## src/rtl/vdp_bus_pkg.sv

```systemverilog
// Shared VDP port constants, VRAM write code and loader FSM encoding.
package vdp_bus_pkg;
  localparam logic [7:0] VDP_CTRL_PORT = 8'hBF;
  localparam logic [7:0] VDP_DATA_PORT = 8'hBE;
  localparam logic [1:0] VRAM_WR_CODE  = 2'b01;

  typedef enum logic [2:0] {
    IDLE,
    CTRL_LO,
    CTRL_HI,
    WAIT_SRC,
    DATA_WR,
    FINISH
  } ldr_state_e;
endpackage

```

## src/rtl/z80_io_cycle.sv

```systemverilog
// One Z80 I/O write cycle: T1, T2, TW, T3 of T_CYCLES clocks each, ack pulses after T3.
module z80_io_cycle
  import vdp_bus_pkg::*;
#(
  parameter int unsigned T_CYCLES = 25
)(
  input  logic       clk,
  input  logic       rst_L,
  input  logic       req_i,
  input  logic [7:0] addr_i,
  input  logic [7:0] data_i,
  output logic [7:0] addr_o,
  output logic [7:0] data_o,
  output logic       oe_o,
  output logic       strb_l_o,
  output logic       ack_o
);
  localparam int unsigned   CW    = $clog2(4 * T_CYCLES);
  localparam logic [CW-1:0] T2_AT = CW'(T_CYCLES);
  localparam logic [CW-1:0] T3_AT = CW'(3 * T_CYCLES);
  localparam logic [CW-1:0] LAST  = CW'(4 * T_CYCLES - 1);

  logic          act_q;
  logic [CW-1:0] cnt_q, cnt_d;
  logic [7:0]    addr_q, data_q;
  logic          oe_q, strb_q, ack_q;

  assign cnt_d = cnt_q + CW'(1);

  // Strobes are registered from the next count so they change exactly on phase boundaries.
  always_ff @(posedge clk) begin
    if (!rst_L) begin
      act_q  <= 1'b0;
      cnt_q  <= '0;
      addr_q <= '0;
      data_q <= '0;
      oe_q   <= 1'b0;
      strb_q <= 1'b1;
      ack_q  <= 1'b0;
    end else begin
      ack_q <= 1'b0;
      if (!act_q) begin
        if (req_i) begin
          act_q  <= 1'b1;
          cnt_q  <= '0;
          addr_q <= addr_i;
          data_q <= data_i;
          oe_q   <= 1'b1;
        end
      end else if (cnt_q == LAST) begin
        act_q  <= 1'b0;
        oe_q   <= 1'b0;
        strb_q <= 1'b1;
        ack_q  <= 1'b1;
      end else begin
        cnt_q  <= cnt_d;
        strb_q <= !((cnt_d >= T2_AT) && (cnt_d < T3_AT));
      end
    end
  end

  assign addr_o   = addr_q;
  assign data_o   = data_q;
  assign oe_o     = oe_q;
  assign strb_l_o = strb_q;
  assign ack_o    = ack_q;
endmodule

```

## src/rtl/vdp_pattern_loader.sv

```systemverilog
// Streams a source byte block into VDP VRAM: two control writes set the address, then data writes.
module vdp_pattern_loader
  import vdp_bus_pkg::*;
#(
  parameter int unsigned T_CYCLES  = 25,
  parameter logic [7:0]  CTRL_PORT = VDP_CTRL_PORT,
  parameter logic [7:0]  DATA_PORT = VDP_DATA_PORT
)(
  input  logic        clk,
  input  logic        rst_L,
  input  logic        start,
  input  logic [13:0] vram_addr,
  input  logic [13:0] byte_count,
  input  logic        src_valid,
  input  logic [7:0]  src_data,
  output logic        src_ready,
  output logic        busy,
  output logic        done,
  output logic [7:0]  addr_bus,
  output logic [7:0]  data_out,
  output logic        data_oe,
  output logic        IORQ_L,
  output logic        WR_L,
  output logic        RD_L
);
  ldr_state_e  state_q;
  logic [5:0]  addr_hi_q;
  logic [13:0] rem_q, rem_d;
  logic        req_q;
  logic [7:0]  req_addr_q, req_data_q;
  logic        src_ready_q, busy_q, done_q;
  logic        io_ack, io_strb_l;

  assign rem_d = rem_q - 14'd1;

  always_ff @(posedge clk) begin
    if (!rst_L) begin
      state_q     <= IDLE;
      addr_hi_q   <= '0;
      rem_q       <= '0;
      req_q       <= 1'b0;
      req_addr_q  <= '0;
      req_data_q  <= '0;
      src_ready_q <= 1'b0;
      busy_q      <= 1'b0;
      done_q      <= 1'b0;
    end else begin
      req_q  <= 1'b0;
      done_q <= 1'b0;
      unique case (state_q)
        IDLE: if (start) begin
          addr_hi_q  <= vram_addr[13:8];
          rem_q      <= byte_count;
          busy_q     <= 1'b1;
          req_q      <= 1'b1;
          req_addr_q <= CTRL_PORT;
          req_data_q <= vram_addr[7:0];
          state_q    <= CTRL_LO;
        end
        CTRL_LO: if (io_ack) begin
          req_q      <= 1'b1;
          req_addr_q <= CTRL_PORT;
          req_data_q <= {VRAM_WR_CODE, addr_hi_q};
          state_q    <= CTRL_HI;
        end
        CTRL_HI: if (io_ack) begin
          if (rem_q == '0) begin
            done_q  <= 1'b1;
            busy_q  <= 1'b0;
            state_q <= FINISH;
          end else begin
            src_ready_q <= 1'b1;
            state_q     <= WAIT_SRC;
          end
        end
        WAIT_SRC: if (src_valid && src_ready_q) begin
          src_ready_q <= 1'b0;
          req_q       <= 1'b1;
          req_addr_q  <= DATA_PORT;
          req_data_q  <= src_data;
          state_q     <= DATA_WR;
        end
        DATA_WR: if (io_ack) begin
          rem_q <= rem_d;
          if (rem_d == '0) begin
            done_q  <= 1'b1;
            busy_q  <= 1'b0;
            state_q <= FINISH;
          end else begin
            src_ready_q <= 1'b1;
            state_q     <= WAIT_SRC;
          end
        end
        // done is already high here; a start in this cycle is deliberately dropped.
        FINISH:  state_q <= IDLE;
        default: state_q <= IDLE;
      endcase
    end
  end

  z80_io_cycle #(.T_CYCLES(T_CYCLES)) u_io (
    .clk      (clk),
    .rst_L    (rst_L),
    .req_i    (req_q),
    .addr_i   (req_addr_q),
    .data_i   (req_data_q),
    .addr_o   (addr_bus),
    .data_o   (data_out),
    .oe_o     (data_oe),
    .strb_l_o (io_strb_l),
    .ack_o    (io_ack)
  );

  assign IORQ_L    = io_strb_l;
  assign WR_L      = io_strb_l;
  assign RD_L      = 1'b1;
  assign src_ready = src_ready_q;
  assign busy      = busy_q;
  assign done      = done_q;
endmodule

```

## config.mk

```make
export PLATFORM = sky130hd
export DESIGN_NAME = vdp_pattern_loader
export DESIGN_NICKNAME = d
export VERILOG_FILES = /design/src/rtl/vdp_bus_pkg.sv /design/src/rtl/z80_io_cycle.sv /design/src/rtl/vdp_pattern_loader.sv
export SDC_FILE = /design/constraint.sdc
export NUM_CORES = 1
export LEC_CHECK = 0
export ABC_AREA = 1
export CAP_MARGIN = 30
export CORE_AREA = 5 5 85 87
export DETAILED_ROUTE_END_ITERATION = 10
export DIE_AREA = 0 0 90 92
export PLACE_DENSITY = 0.77
export SLEW_MARGIN = 15
export SYNTH_ARGS = -nofsm -noshare
export SYNTH_HDL_FRONTEND = slang
export SYNTH_SLANG_ARGS = --single-unit
export TNS_END_PERCENT = 20
```

## constraint.sdc

```tcl
create_clock -name clk -period 2.3 [get_ports clk]
set_input_delay 0.345 -clock clk [delete_from_list [all_inputs] [get_ports clk]]
set_output_delay 0.345 -clock clk [all_outputs]
set_load 0.02 [all_outputs]
```

==> run metrics <==
antenna cell count=0; Synth Area per Inst=7.06 um^2; Core Area=6280 um^2; Primary FF master, synth=dfxtp_1; period utilization=87.3%; placed cells=561; via count=3,096; WL final=8130 um; worst slew pin tran=572 ps; Slew Limit Headroom=61.6%; FP Rows=29; post-synthesis cell count=438; antenna violations before repair=0; Area Overhead vs Synth=27.2%; CTS Buffer Depth=2; WHS Endpoint=busy; Detail Placement HPWL=6080 um; Final Skew=5.60 ps; setup violators final=0; cts hold-fix bufs=0; fraction of registers with async set/reset=0%; Routed Antenna Nets=0; peak supply drop=0.517 mV; CP startpoint kind=register; Worst setup startpoint=rem_q[0]; final setup margin=291 ps; status=complete, no violations; largest net degree at the start of global routing=33; register clock-pin slew on the reported worst setup and hold paths=70 ps; DR vias/cell=5.37; CP required=2520 ps; Pleak=1.59 nW; die height=92 um; synthesis-stage register bit count=58; reg2reg start=rem_q[0]; post-route insts no fill=577; R2R cell count=13; GPL Wtd Cong=0.893; CTS H-Tree Depth=3; post-synthesis sequential area ratio=37.6%; WHS Path Cells=2; critical path arrival=2230 ps; min Tclk post-route=2010 ps; GRT Resource Usage Total=20.2%; initial core utilization=49.2%; final hold violation count=0; final slew viol count=0; I/O pins=63; unique cell type count in the Yosys netlist=46; cells resized by post-CTS repair=0; critical path peak fanout=5; total CTS buffers=9; EDFF count, synth=0; overall die area=8280 um^2; Skew-Pair Late Insertion Delay=340 ps; Worst Setup End Kind=register; residual DRC count=0; DP Worst Slack=323 ps; initial DRC count=179; ratio of total power to cell area=1210 nW/um^2; Pre-antenna DRT Iters=6; Post-CTS Setup Repair Bufs=0; R2R setup slack=290 ps; RSZ-0062 raised after global routing=no; Fin Setup TNS=0 ps; DIE WIDTH=90 um; Max-cap violations=0; grt total ovfl=0; Hold Path Class=reg2reg; CTS tree=built; hold path startpoint=busy; TritonCTS Sinks=58; worst r2r dst=state_q[1]; vias in the first global route=2,987; total chip power=0.00477 W; net count reported at finish=539; DR WL/cell=14.1 um; Port Buffers=60; Setup CP Type=reg2reg; Cell Area, Synth=3090 um^2; Syn Nets=482; share of layout cells above drive strength 1=11.8%; root buf cell=clkbuf_8; first-pass GRT wire length=13,800 um; Synth Warn #=0; fmax=498 MHz
registers in the layout, summed over array words and instances (netlist names):
register,flops
rem_q,14
req_data_q,8
u_io.data_o,8
u_io.cnt_q,7
addr_hi_q,6
state_q,3
req_addr_q,2
u_io.addr_o,2
busy,1
done,1
req_q,1
src_ready,1
u_io.ack_o,1
u_io.act_q,1
u_io.oe_o,1
u_io.strb_l_o,1
worst max-delay path by stage:
stage / cells after the start / slack [ps] / endpoint
CTS: 13 / 300 / state_q[1]
global placement: 13 / 430 / busy
detailed placement: 13 / 320 / state_q[1]
finish: 13 / 290 / state_q[1]
floorplan: 14 / 590 / busy
global route: 14 / 70 / state_q[2]
metrics by stage:
stage	utilization, %	hold slack (ps)	instance area, um^2
floorplan	-	435	3090
global placement	59.1	448	3710
detailed placement	59.1	457	3710
CTS	62.6	468	3930
global route	62.6	481	3930
finish	62.6	463	3930
layout make-up:
class	instances	area, um^2
Multi-Input combinational cell	323	1660
Sequential cell	58	1160
Timing Repair Buffer	66	646
Clock inverter	5	77.6
Clock buffer	11	141
Fill cell	588	2350
Inverter	37	146
Tap cell	77	96.3
cells in the final DEF, fill, tap and decap left out, types with 6 or more instances in the layout:
cell type         n
dfxtp_1          58
clkdlybuf4s50_1  60
clkbuf_8         10
a21oi_1          31
o22ai_1          11
o21ai_0          34
inv_1            29
nand2_2           7
buf_4             6
nor2_4            6
nand3_1          13
nand2_1          99
nor2_1           60
kinds of logic after synthesis:
logic type	share of synthesized area [%]
adder cells (fa/ha/maj)	1.62
other	0.243
AO/OA/AOI/OAI	19.6
XOR/XNOR	1.13
flip-flops	37.6
buffers and inverters	8.66
AND/OR/NAND/NOR	31.2
metal layers:
| layer | up-vias | share of wire, % | track usage [%] |
|---|---|---|---|
| met5 | - | 0 | 0 |
| met4 | 0 | 1.8 | 8.81 |
| met3 | 15 | 6.1 | 3.85 |
| met2 | 119 | 48 | 33.8 |
| met1 | 1405 | 44 | 25.4 |
| li1 | 1557 | - | - |
worst max-delay path, cell delays in order (launching register included):
cell	delay, ps
dfxtp_1	340
inv_1	140
ha_1	240
inv_1	70
nor2_2	150
nand3_1	140
o21ai_1	150
nand2_1	90
nor2_1	110
nand2_1	70
o21bai_2	200
nand2_1	80
nand2_1	70
a21oi_1	50
power breakdown:
| group | internal (W) | total, W | switching (W) |
|---|---|---|---|
| combinational | 0.000826 | 0.00220 | 0.00137 |
| sequential | 0.00130 | 0.00153 | 0.000229 |
| clock | 0.000636 | 0.00105 | 0.000410 |
synthesized netlist by cell type, drive strengths merged (2+ instances only):
cell type  count  area share (%)
a22oi          3            0.73
a211oi         6             1.6
dfxtp         58              38
nor2          71              10
ha             4             1.6
nand2        108              14
nand3b         3            0.73
clkbuf         8            0.97
o22ai         11             2.2
or2            3            0.69
nand3         15             3.0
o21ai         38             6.2
buf           12             3.0
nor3           6             1.1
xor2           3            0.85
nand4          3            0.61
inv           36             4.6
a31oi          3            0.61
a41oi          4             1.1
a21oi         33             5.8
conb           2            0.24
Power figures use the tool's default switching activity.
==> edit, RTL diff (config.mk and constraints unchanged) <==
Make the reset (`rst_L`) asynchronous in 2 clocked blocks.
--- a/src/rtl/z80_io_cycle.sv
+++ b/src/rtl/z80_io_cycle.sv
@@ -28,7 +28,7 @@
   assign cnt_d = cnt_q + CW'(1);
 
   // Strobes are registered from the next count so they change exactly on phase boundaries.
-  always_ff @(posedge clk) begin
+  always_ff @(posedge clk or negedge rst_L) begin
     if (!rst_L) begin
       act_q  <= 1'b0;
       cnt_q  <= '0;
--- a/src/rtl/vdp_pattern_loader.sv
+++ b/src/rtl/vdp_pattern_loader.sv
@@ -33,7 +33,7 @@
 
   assign rem_d = rem_q - 14'd1;
 
-  always_ff @(posedge clk) begin
+  always_ff @(posedge clk or negedge rst_L) begin
     if (!rst_L) begin
       state_q     <= IDLE;
       addr_hi_q   <= '0;
Function: differs if rst_L is asserted again (counterexample within 4 cycles, from zero or initial values and one cycle with rst_L low); with rst_L held inactive, the same outputs for 10 cycles.
==> edit against the original RTL <==
- via count shrank 8.9%
- area after synthesis grew 3.7%
- highest routed layer unchanged
- sequential cell count is the same
- largest cell class unchanged
- total power shrank 9.8%
- setup slack gained 120 ps
- critical path depth grew 2
- routed wire length shrank 8.1%
- combinational power shrank 15%
- final area grew 2.1%
==> edit: results (changes against the original RTL) <==
power:
  p_leak_nw: 1.77  # was 1.59 nW
  p_int_mw: 2.46  # was 2.76 mW
  ir_drop_mv: 0.659  # was 0.517 mV
layout:
  drive_above_1_share_pct: 14.3  # was 11.8%
  fillers: 536  # was 588
  fin_nets: 488  # was 539
  num_antenna_cells: 0  # unchanged
yosys:
  yosys.area_share.adder_pct: 1.56  # was 1.62%
  syn_nets: 429  # was 482
  ys_types: 36  # was 46
  synthTopCellsByArea: "dfrtp_1 (44%), nand2_1 (10%), inv_1 (4.7%)"  # was dfxtp_1 (38%), nand2_1 (12%), nor2_1 (7.3%)
  ys.flop_type: "dfrtp_1"  # was dfxtp_1
  synth-compound-area-share_pct: 12.1  # was 19.6%
  ys_seq_area_share_pct: 45.3  # was 37.6%
  async_flop_share_pct: 100  # was 0%
  synth.area.mux_share_pct: 4.57  # was 0%
  yosys.area_share.xor_xnor_pct: 1.09  # was 1.13%
  synth_common_cells: "nand2_1 (85), dfrtp_1 (57), inv_1 (40)"  # was nand2_1 (99), nor2_1 (60), dfxtp_1 (58)
sta:
  clock_skew_ps: 13.6  # was 5.60 ps
  worstMarginPinSlew_ps: 558  # was 572 ps
critical_path:
  slowest_delay_ps: 400  # was 340 ps
  cpMaxStageDelayCell: "dfrtp_1"  # was dfxtp_1
  crit_arrival_ps: 2110  # was 2230 ps
status:
  status: "finished clean"  # unchanged
grt:
  grt_use_total_pct: 18.8  # was 20.2%
  grt_pass1_vias: 2771  # was 2987
  grt_pass1_wl_microns: 12800  # was 13800 microns
  grt_max_degree: 59  # was 33
hold_path:
  hold_class: "in -> async"  # was reg -> reg
clock_network:
  htree_levels: 3  # unchanged
detailed_routing:
  vias_per_cell: 5.36  # was 5.37
  wirelength_microns: 7470  # was 8130 microns
  first_pass_iters: 5  # was 6
placed_design:
  gp_congestion: 0.873  # was 0.893
  place_area_sq_mm: 0.00383  # was 0.00371 sq mm
  dp_hpwl_microns: 5600  # was 6080 microns
edit: area by class of cell:
cell class | count | area (sq um) | area share, %
inverters | 46 | 175 | 4.36
flip-flops and latches | 58 | 1450 | 36.2
well taps | 77 | 96.3 | 2.40
multi-input cells | 267 | 1490 | 37.0
clock buffers | 10 | 138 | 3.43
repair buffers | 62 | 623 | 15.5
clock inverters | 6 | 42.5 | 1.06
edit: path summary, 6_finish.rpt:
path | start | endpoint | slack [ps] | depth (start not counted)
setup / recovery | rem_q[0] | busy | 410 | 15
hold / removal | rst_L | rem_q[7] | 0.1 | 2
setup reg to reg | rem_q[0] | busy | 410 | 15
hold reg to reg | u_io.data_o[7] | u_io.data_o[7] | 500 | 2
max in group asynchronous | rst_L | u_io.strb_l_o | 1990 | 2
min in group clk | u_io.data_o[7] | u_io.data_o[7] | 500 | 2
edit: metrics by stage:
step / util [%] / setup WS [ps] / std cells
floorplan: - / 625 / 385
global placement: 61.1 / 492 / 510
detailed placement: 61.1 / 422 / 510
CTS: 63.9 / 408 / 526
global route: 63.9 / 86.4 / 526
finish: 63.9 / 407 / 526
edit: worst register-to-register path, delay by kind of cell (launching register included):
family / cells / cell delay (ps)
adder cells (fa/ha/maj): 1 / 280
buffers and inverters: 2 / 180
AND/OR/NAND/NOR: 12 / 940
flip-flops: 1 / 400
edit: power by group through the flow:
stage / Sequential, mW / Combinational (mW) / Clock, mW
after floorplan: 1.55 / 1.43 / 0
after global placement: 1.59 / 1.82 / 0
after detailed placement: 1.60 / 1.86 / 0
after CTS: 1.58 / 1.87 / 0.858
after global routing: 1.63 / 2.13 / 0.902
final: 1.59 / 1.88 / 0.835
edit: logic make-up (layout without fill, tap and decap cells):
kind of cell | count (synthesis) | in the layout
fa+ha+maj | 4 | 4
xor+xnor | 4 | 4
flops | 58 | 58
simple gates | 180 | 180
mux | 13 | 13
compound gates | 64 | 64
buf+inv | 60 | 124
other cells | 2 | 2
edit: layer usage:
layer / up-vias / routed length, microns / global-route usage [%]
met5: - / 0 / 0
met4: 0 / 172 / 9.68
met3: 17 / 507 / 4.83
met2: 108 / 3490 / 28.4
li1: 1385 / - / -
met1: 1310 / 3310 / 25.1
